### config.mk
export PLATFORM = sky130hd
export DESIGN_NAME = median_window_filter
export DESIGN_NICKNAME = d
export VERILOG_FILES = /design/src/rtl/median_pkg.sv /design/src/rtl/median_rank_unit.sv /design/src/rtl/median_window_filter.sv
export SDC_FILE = /design/constraint.sdc
export NUM_CORES = 1
export LEC_CHECK = 0
export CAP_MARGIN = 20
export CORE_UTILIZATION = 40
export CTS_BUF_LIST = sky130_fd_sc_hd__clkbuf_8
export CTS_CLUSTER_DIAMETER = 40
export CTS_CLUSTER_SIZE = 12
export DETAILED_ROUTE_END_ITERATION = 12
export DONT_BUFFER_PORTS = 1
export GPL_ROUTABILITY_DRIVEN = 0
export PLACE_DENSITY = 0.55
export SLEW_MARGIN = 20
export SYNTH_ARGS = -nofsm -noshare
export SYNTH_HDL_FRONTEND = slang
export SYNTH_SLANG_ARGS = --single-unit
### constraint.sdc
create_clock -name clk -period 14.6 [get_ports clk]
set_input_delay 2.92 -clock clk [delete_from_list [all_inputs] [get_ports clk]]
set_output_delay 2.92 -clock clk [all_outputs]
set_load 0.02 [all_outputs]
### src/rtl/median_pkg.sv
// Shared encodings for the median window filter family: memory handshake codes,
// controller states and border-handling modes.
package median_pkg;

  localparam logic [1:0] RW_IDLE  = 2'b00;
  localparam logic [1:0] RW_READ  = 2'b01;
  localparam logic [1:0] RW_WRITE = 2'b10;

  localparam logic BORDER_CLAMP = 1'b0;
  localparam logic BORDER_ZERO  = 1'b1;

  typedef enum logic [2:0] {
    IDLE,
    ADDR,
    WAIT,
    NEXT,
    RANK,
    DONE
  } state_t;

  // Width of a counter able to hold 0..k inclusive.
  function automatic int count_width(input int k);
    return $clog2(k + 1);
  endfunction

endpackage

### src/rtl/median_rank_unit.sv
// Combinational rank test of one window candidate: counts strictly-smaller and
// equal elements and flags the candidate if it sits at the median position.
module median_rank_unit
  import median_pkg::*;
#(
  parameter int K          = 9,
  parameter int DATA_WIDTH = 16,
  localparam int IW        = $clog2(K),
  localparam int CW        = count_width(K)
) (
  input  logic [K-1:0][DATA_WIDTH-1:0] i_window,
  input  logic [IW-1:0]                i_cand,
  output logic [CW-1:0]                o_lt,
  output logic [CW-1:0]                o_eq,
  output logic                         o_qualifies
);

  localparam int M = (K - 1) / 2;

  logic [DATA_WIDTH-1:0] w_cand_val;
  logic [K-1:0]          w_lt_bits;
  logic [K-1:0]          w_eq_bits;
  logic [CW:0]           w_sum;

  assign w_cand_val = i_window[i_cand];

  genvar gi;
  generate
    for (gi = 0; gi < K; gi++) begin : g_cmp
      assign w_lt_bits[gi] = (i_window[gi] < w_cand_val);
      assign w_eq_bits[gi] = (i_window[gi] == w_cand_val);
    end
  endgenerate

  assign o_lt  = CW'($countones(w_lt_bits));
  assign o_eq  = CW'($countones(w_eq_bits));
  assign w_sum = {1'b0, o_lt} + {1'b0, o_eq};

  // Median position M falls inside the run [lt, lt+eq) of this value.
  assign o_qualifies = (o_lt <= CW'(M)) && (w_sum > (CW + 1)'(M));

endmodule

### src/rtl/median_window_filter.sv
// Fetches a WINDOW_SIZE^2 neighbourhood around a centre pixel from memory,
// with clamp or zero-pad border handling, and reports its median.
module median_window_filter
  import median_pkg::*;
#(
  parameter int WINDOW_SIZE = 3,
  parameter int DATA_WIDTH  = 16,
  parameter int BUS_WIDTH   = 8,
  parameter int IMG_WIDTH   = 7,
  parameter int IMG_HEIGHT  = 7,
  parameter int BASE_ADDR   = 0
) (
  input  logic                  clk,
  input  logic                  rst,
  input  logic                  filt_en,
  input  logic                  border_mode,
  input  logic [BUS_WIDTH-1:0]  s_row,
  input  logic [BUS_WIDTH-1:0]  s_col,
  output logic [DATA_WIDTH-1:0] filt_out,
  output logic                  filt_rdy,
  output logic                  busy,
  input  logic [DATA_WIDTH-1:0] mem_odata,
  output logic [BUS_WIDTH-1:0]  mem_addr,
  output logic [1:0]            rw,
  input  logic                  mem_drdy
);

  localparam int K  = WINDOW_SIZE * WINDOW_SIZE;
  localparam int R  = (WINDOW_SIZE - 1) / 2;
  localparam int IW = $clog2(K);
  localparam int CW = count_width(K);
  localparam int JW = $clog2(WINDOW_SIZE);

  typedef logic signed [BUS_WIDTH:0] sidx_t;

  state_t                        r_state;
  state_t                        w_state_next;
  logic [BUS_WIDTH-1:0]          r_row;
  logic [BUS_WIDTH-1:0]          r_col;
  logic                          r_mode;
  logic [JW-1:0]                 r_i;
  logic [JW-1:0]                 r_j;
  logic [IW-1:0]                 r_n;
  logic [IW-1:0]                 r_cand;
  logic [K-1:0][DATA_WIDTH-1:0]  r_window;
  logic [DATA_WIDTH-1:0]         r_filt_out;
  logic [BUS_WIDTH-1:0]          r_mem_addr;

  sidx_t                         w_trow;
  sidx_t                         w_tcol;
  sidx_t                         w_crow;
  sidx_t                         w_ccol;
  logic                          w_row_oob;
  logic                          w_col_oob;
  logic                          w_skip;
  logic [BUS_WIDTH-1:0]          w_addr;
  logic [CW-1:0]                 w_lt;
  logic [CW-1:0]                 w_eq;
  logic                          w_qual;
  logic                          w_rank_unused;

  // Tap coordinates are signed so taps left of / above the image go negative.
  assign w_trow = sidx_t'({1'b0, r_row}) + sidx_t'({1'b0, r_i}) - sidx_t'(R);
  assign w_tcol = sidx_t'({1'b0, r_col}) + sidx_t'({1'b0, r_j}) - sidx_t'(R);

  assign w_row_oob = (w_trow < 0) || (w_trow > sidx_t'(IMG_HEIGHT - 1));
  assign w_col_oob = (w_tcol < 0) || (w_tcol > sidx_t'(IMG_WIDTH - 1));
  assign w_skip    = (r_mode == BORDER_ZERO) && (w_row_oob || w_col_oob);

  always_comb begin
    w_crow = w_trow;
    w_ccol = w_tcol;
    if (w_trow < 0) w_crow = '0;
    else if (w_trow > sidx_t'(IMG_HEIGHT - 1)) w_crow = sidx_t'(IMG_HEIGHT - 1);
    if (w_tcol < 0) w_ccol = '0;
    else if (w_tcol > sidx_t'(IMG_WIDTH - 1)) w_ccol = sidx_t'(IMG_WIDTH - 1);
  end

  assign w_addr = BUS_WIDTH'(BASE_ADDR) + BUS_WIDTH'(w_crow) * BUS_WIDTH'(IMG_WIDTH)
                + BUS_WIDTH'(w_ccol);

  median_rank_unit #(
    .K          (K),
    .DATA_WIDTH (DATA_WIDTH)
  ) u_rank (
    .i_window    (r_window),
    .i_cand      (r_cand),
    .o_lt        (w_lt),
    .o_eq        (w_eq),
    .o_qualifies (w_qual)
  );

  // Only the qualify flag drives control; the raw counts are left for observation.
  assign w_rank_unused = ^{w_lt, w_eq};

  always_ff @(posedge clk) begin
    if (rst) r_state <= IDLE;
    else     r_state <= w_state_next;
  end

  always_comb begin
    w_state_next = r_state;
    rw           = RW_IDLE;
    mem_addr     = r_mem_addr;
    busy         = (r_state != IDLE);
    filt_rdy     = (r_state == DONE);
    filt_out     = r_filt_out;
    case (r_state)
      IDLE: if (filt_en) w_state_next = ADDR;
      ADDR: begin
        if (w_skip) begin
          w_state_next = NEXT;
        end else begin
          rw           = RW_READ;
          mem_addr     = w_addr;
          w_state_next = WAIT;
        end
      end
      WAIT: if (mem_drdy) w_state_next = NEXT;
      NEXT: w_state_next = (r_n == IW'(K - 1)) ? RANK : ADDR;
      RANK: if (w_qual) w_state_next = DONE;
      DONE: w_state_next = IDLE;
      default: w_state_next = IDLE;
    endcase
  end

  always_ff @(posedge clk) begin
    if (rst) begin
      r_row      <= '0;
      r_col      <= '0;
      r_mode     <= BORDER_CLAMP;
      r_i        <= '0;
      r_j        <= '0;
      r_n        <= '0;
      r_cand     <= '0;
      r_window   <= '0;
      r_filt_out <= '0;
      r_mem_addr <= '0;
    end else begin
      case (r_state)
        IDLE: begin
          if (filt_en) begin
            r_row  <= s_row;
            r_col  <= s_col;
            r_mode <= border_mode;
            r_i    <= '0;
            r_j    <= '0;
            r_n    <= '0;
          end
        end
        ADDR: begin
          if (w_skip) r_window[r_n] <= '0;
          else        r_mem_addr    <= w_addr;
        end
        WAIT: if (mem_drdy) r_window[r_n] <= mem_odata;
        NEXT: begin
          if (r_n == IW'(K - 1)) begin
            r_cand <= '0;
          end else begin
            r_n <= r_n + 1'b1;
            if (r_j == JW'(WINDOW_SIZE - 1)) begin
              r_j <= '0;
              r_i <= r_i + 1'b1;
            end else begin
              r_j <= r_j + 1'b1;
            end
          end
        end
        RANK: begin
          if (w_qual) r_filt_out <= r_window[r_cand];
          else        r_cand     <= r_cand + 1'b1;
        end
        default: ;
      endcase
    end
  end

endmodule
==> results.yml <==
synth:
  synth_xor_area_frac: 0.0117
  synth_top_family_by_area: "adder cells"
  synth_top_area_share: 0.285
  synth_largest_area_cell: "dfxtp_1"
  syn-instance-count: 1443
  synth_edf_count: 0
  netlist_top_cells_area: "dfxtp_1 28%, ha_1 17%, mux2i_1 12%, nand2b_1 6.8%, mux4_2 5.1%"
  avgSynthCellArea_um2: 9.74
  synthFlopType: "dfxtp_1"
  netlist_area_um2: 14100
  yosys_register_bits: 200
  synth_adder_area_share: 0.206
  synth-async-reset-ratio: 0
  synth_mux_area_frac: 0.168
  ys_top_cells_by_count: "200 x dfxtp_1, 195 x ha_1, 164 x mux2i_1, 152 x nand2b_1, 85 x inv_1"
  synth_compound_area_frac: 0.115
  synth.distinct_cells: 73
  synthSimpleGateAreaFrac: 0.164
  yosys_warnings: 0
  yosysMostFrequentCell: "dfxtp_1"
  seq_area_frac_synth: 0.285
min_path:
  holdCritPathClass: "reg -> reg"
  holdCritStartpoint: "r_i[1]"
sta:
  setup_tns_ns: 0
  fin_skew_ns: 0.0244
  hold_ws_ns: 0.459
  slew_headroom: 0.290
  setup_viol: 0
  rsz0062_at_grt: "no"
  hold_violations: 0
  slew_viol_final: 0
  period_share: 0.587
  fin_crit_ns: 8.57
  fmax_mhz: 117
  worstMarginPinSlew_ns: 1.06
  fin_ws_ns: 6.03
layout:
  fillers: 3454
  drive_gt1_frac: 0.0866
  multi_input_area_um2: 9420
  n_antenna_cell: 0
  fin_area_um2: 14900
  fin_util: 0.431
  seqCellArea_um2: 4010
  instances_no_fill: 1898
  finalNetCount: 1686
  area_growth_pct: 5.84
cts:
  clock_path_buffers: 2
  clock_latency_ns: 0.50
  clock_sinks: 200
  postCtsSetupBuffers: 0
  cts_buffers: 17
  clk_pin_slew_ns: 0.10
  ctsRootBufferMaster: "clkbuf_8"
  hold_buffers: 0
  htreeDepth: 4
  cts_tree: "done"
  cts_resized: 0
floorplanning:
  die_y_um: 189
  start_util: 0.407
  die_x_um: 189
  core-area_um2: 34500
  fp-row-count: 68
  io_pins: 65
  dieArea_um2: 35900
global_routing:
  antenna_found_initial: 0
  grt_max_degree: 202
  groute.usage.overall: 0.223
  grt_pass1_wl_um: 61100
  grt.overflow.total: 0
  grt_pass1_vias: 10300
critical_path:
  slowest_stage: "fa_1"
  crit_required_ns: 11.68
  cp-end-kind: "output pin"
  critPathLaunchType: "register"
  worstPathArrival_ns: 5.65
  crit_family: "adder cells"
  path_cells: "inv_1, ha_1, inv_1, ha_1, inv_1, fa_1, or3b_2, o211ai_1, a21oi_1, o2111ai_1, nor2_1, nor2_1, ha_1, inv_1, fa_1, fa_1, inv_1, ha_1, a21o_1, a21oi_1, xnor2_1, nand3_1, nand2_1"
  r2r_start: "r_cand[0]"
  critical_path.max_stage_delay_ns: 0.54
  crit_type: "reg -> out"
  path_common_cell: "inv_1"
  worstPathMaxFanout: 6
  cp_num_buf_inv: 5
  startpoint: "r_row[1]"
pwr:
  leakage_nw: 7.09
  vdd_ir_drop_max_v: 0.0000953
  power_density_nw_per_um2: 121
  power_mw: 1.80
routing:
  wire_per_inst_um: 20.7
  num_vias: 10500
  drt_iter0_drc: 589
  ant_nets: 0
  totalWireLength_um: 39300
  drc: 0
  first_pass_iters: 7
  routed_via_density: 5.53
placement:
  placed_cells: 1867
  pre_cts_slack_ns: 6.22
  dpl-instance-area_um2: 14500
  portBuffers: 0
  dpl.hpwl_um: 28500
run:
  cap_violations: 0
outcome:
  status: "completed"
==> layout by cell type, fill, tap and decap left out, types with 4 or more instances in the layout <==
| cell | synthesis | layout |
|---|---|---|
| dfxtp_1 | 200 | 198 |
| ha_1 | 195 | 195 |
| mux2i_1 | 164 | 164 |
| nand2b_1 | 152 | 152 |
| inv_1 | 85 | 85 |
| a21oi_1 | 82 | 78 |
| nand2_1 | 76 | 76 |
| nor2_1 | 72 | 72 |
| a21o_1 | 37 | 37 |
| mux4_2 | 32 | 32 |
| o21ai_0 | 30 | 30 |
| a211oi_1 | 29 | 29 |
| nand4_1 | 26 | 26 |
| fa_1 | 23 | 23 |
| nor3_1 | 23 | 22 |
| nand3_1 | 21 | 21 |
| buf_4 | 1 | 19 |
| clkbuf_8 | 2 | 17 |
| conb_1 | 2 | 14 |
| o21a_1 | 13 | 13 |
| xnor2_1 | 10 | 10 |
| o21bai_1 | 9 | 9 |
| nor2b_1 | 9 | 9 |
| or2_2 | 7 | 7 |
| xor2_1 | 7 | 7 |
| inv_6 | 0 | 7 |
| o211ai_1 | 6 | 6 |
| a31oi_1 | 6 | 6 |
| a21oi_2 | 1 | 5 |
| nor4_1 | 5 | 5 |
| a221oi_1 | 5 | 5 |
| o221ai_1 | 4 | 4 |
| nand4_4 | 4 | 4 |
==> worst reg2reg max path, stage by stage (launching register included) <==
cell and delay, ns:
dfxtp_2 0.33, buf_4 0.51, mux4_2 0.64, mux2i_1 0.14, nor2_1 0.05, a21oi_1 0.82, ha_1 0.41, a21o_1 0.18
a21o_1 0.17, a21oi_1 0.15, nor2_1 0.06, a211oi_1 0.32, o21ai_0 0.16, a31oi_1 0.22, ha_1 0.16, inv_1 0.05
fa_1 0.52, inv_1 0.05, fa_1 0.39, ha_1 0.20, fa_1 0.47, ha_1 0.34, inv_1 0.05, a211o_1 0.22
a311oi_1 0.38, and3_2 0.66, mux2i_1 0.26, nor2_1 0.05
==> metal layers <==
| metal | share of wire | global-route usage |
|---|---|---|
| met4 | 0.026 | 0.0707 |
| met1 | 0.46 | 0.292 |
| met2 | 0.48 | 0.382 |
| met3 | 0.031 | 0.0263 |
| met5 | 0 | 0 |
==> power breakdown <==
part           switching (mW)  internal (mW)
combinational           0.468          0.359
sequential             0.0116          0.561
clock                   0.228          0.174
total                   0.708           1.09
==> worst paths after layout <==
check	endpoint	slack, ns	cells after the start
worst max register to register	filt_out[0]	6.50	27
worst max-delay path	mem_addr[5]	6.03	23
worst min-delay path	r_i[1]	0.46	2
worst min register to register	r_i[1]	0.46	2
==> flip-flops by register name, summed over array words and instances, names as in the netlist <==
signal	cells
r_window	144
r_mode	1
filt_out	16
r_i	2
r_cand	4
r_mem_addr	8
r_j	2
r_row	8
r_n	4
r_state	3
r_col	8
==> layout make-up <==
| cell class | instances | share of cell area |
|---|---|---|
| well taps | 455 | 0.0383 |
| inverters | 85 | 0.0214 |
| multi-input cells | 1107 | 0.633 |
| flip-flops and latches | 200 | 0.269 |
| repair buffers | 20 | 0.00992 |
| clock buffers | 17 | 0.0157 |
| clock inverters | 14 | 0.0124 |
==> cell families (layout without fill, tap and decap cells) <==
family	after synthesis	count (layout)
compound gates	243	243
xor+xnor	18	18
fa+ha+maj	218	218
buf+inv	148	136
flops	200	200
mux	196	196
other cells	2	14
simple gates	418	418
(Power assumes the default switching activity.)
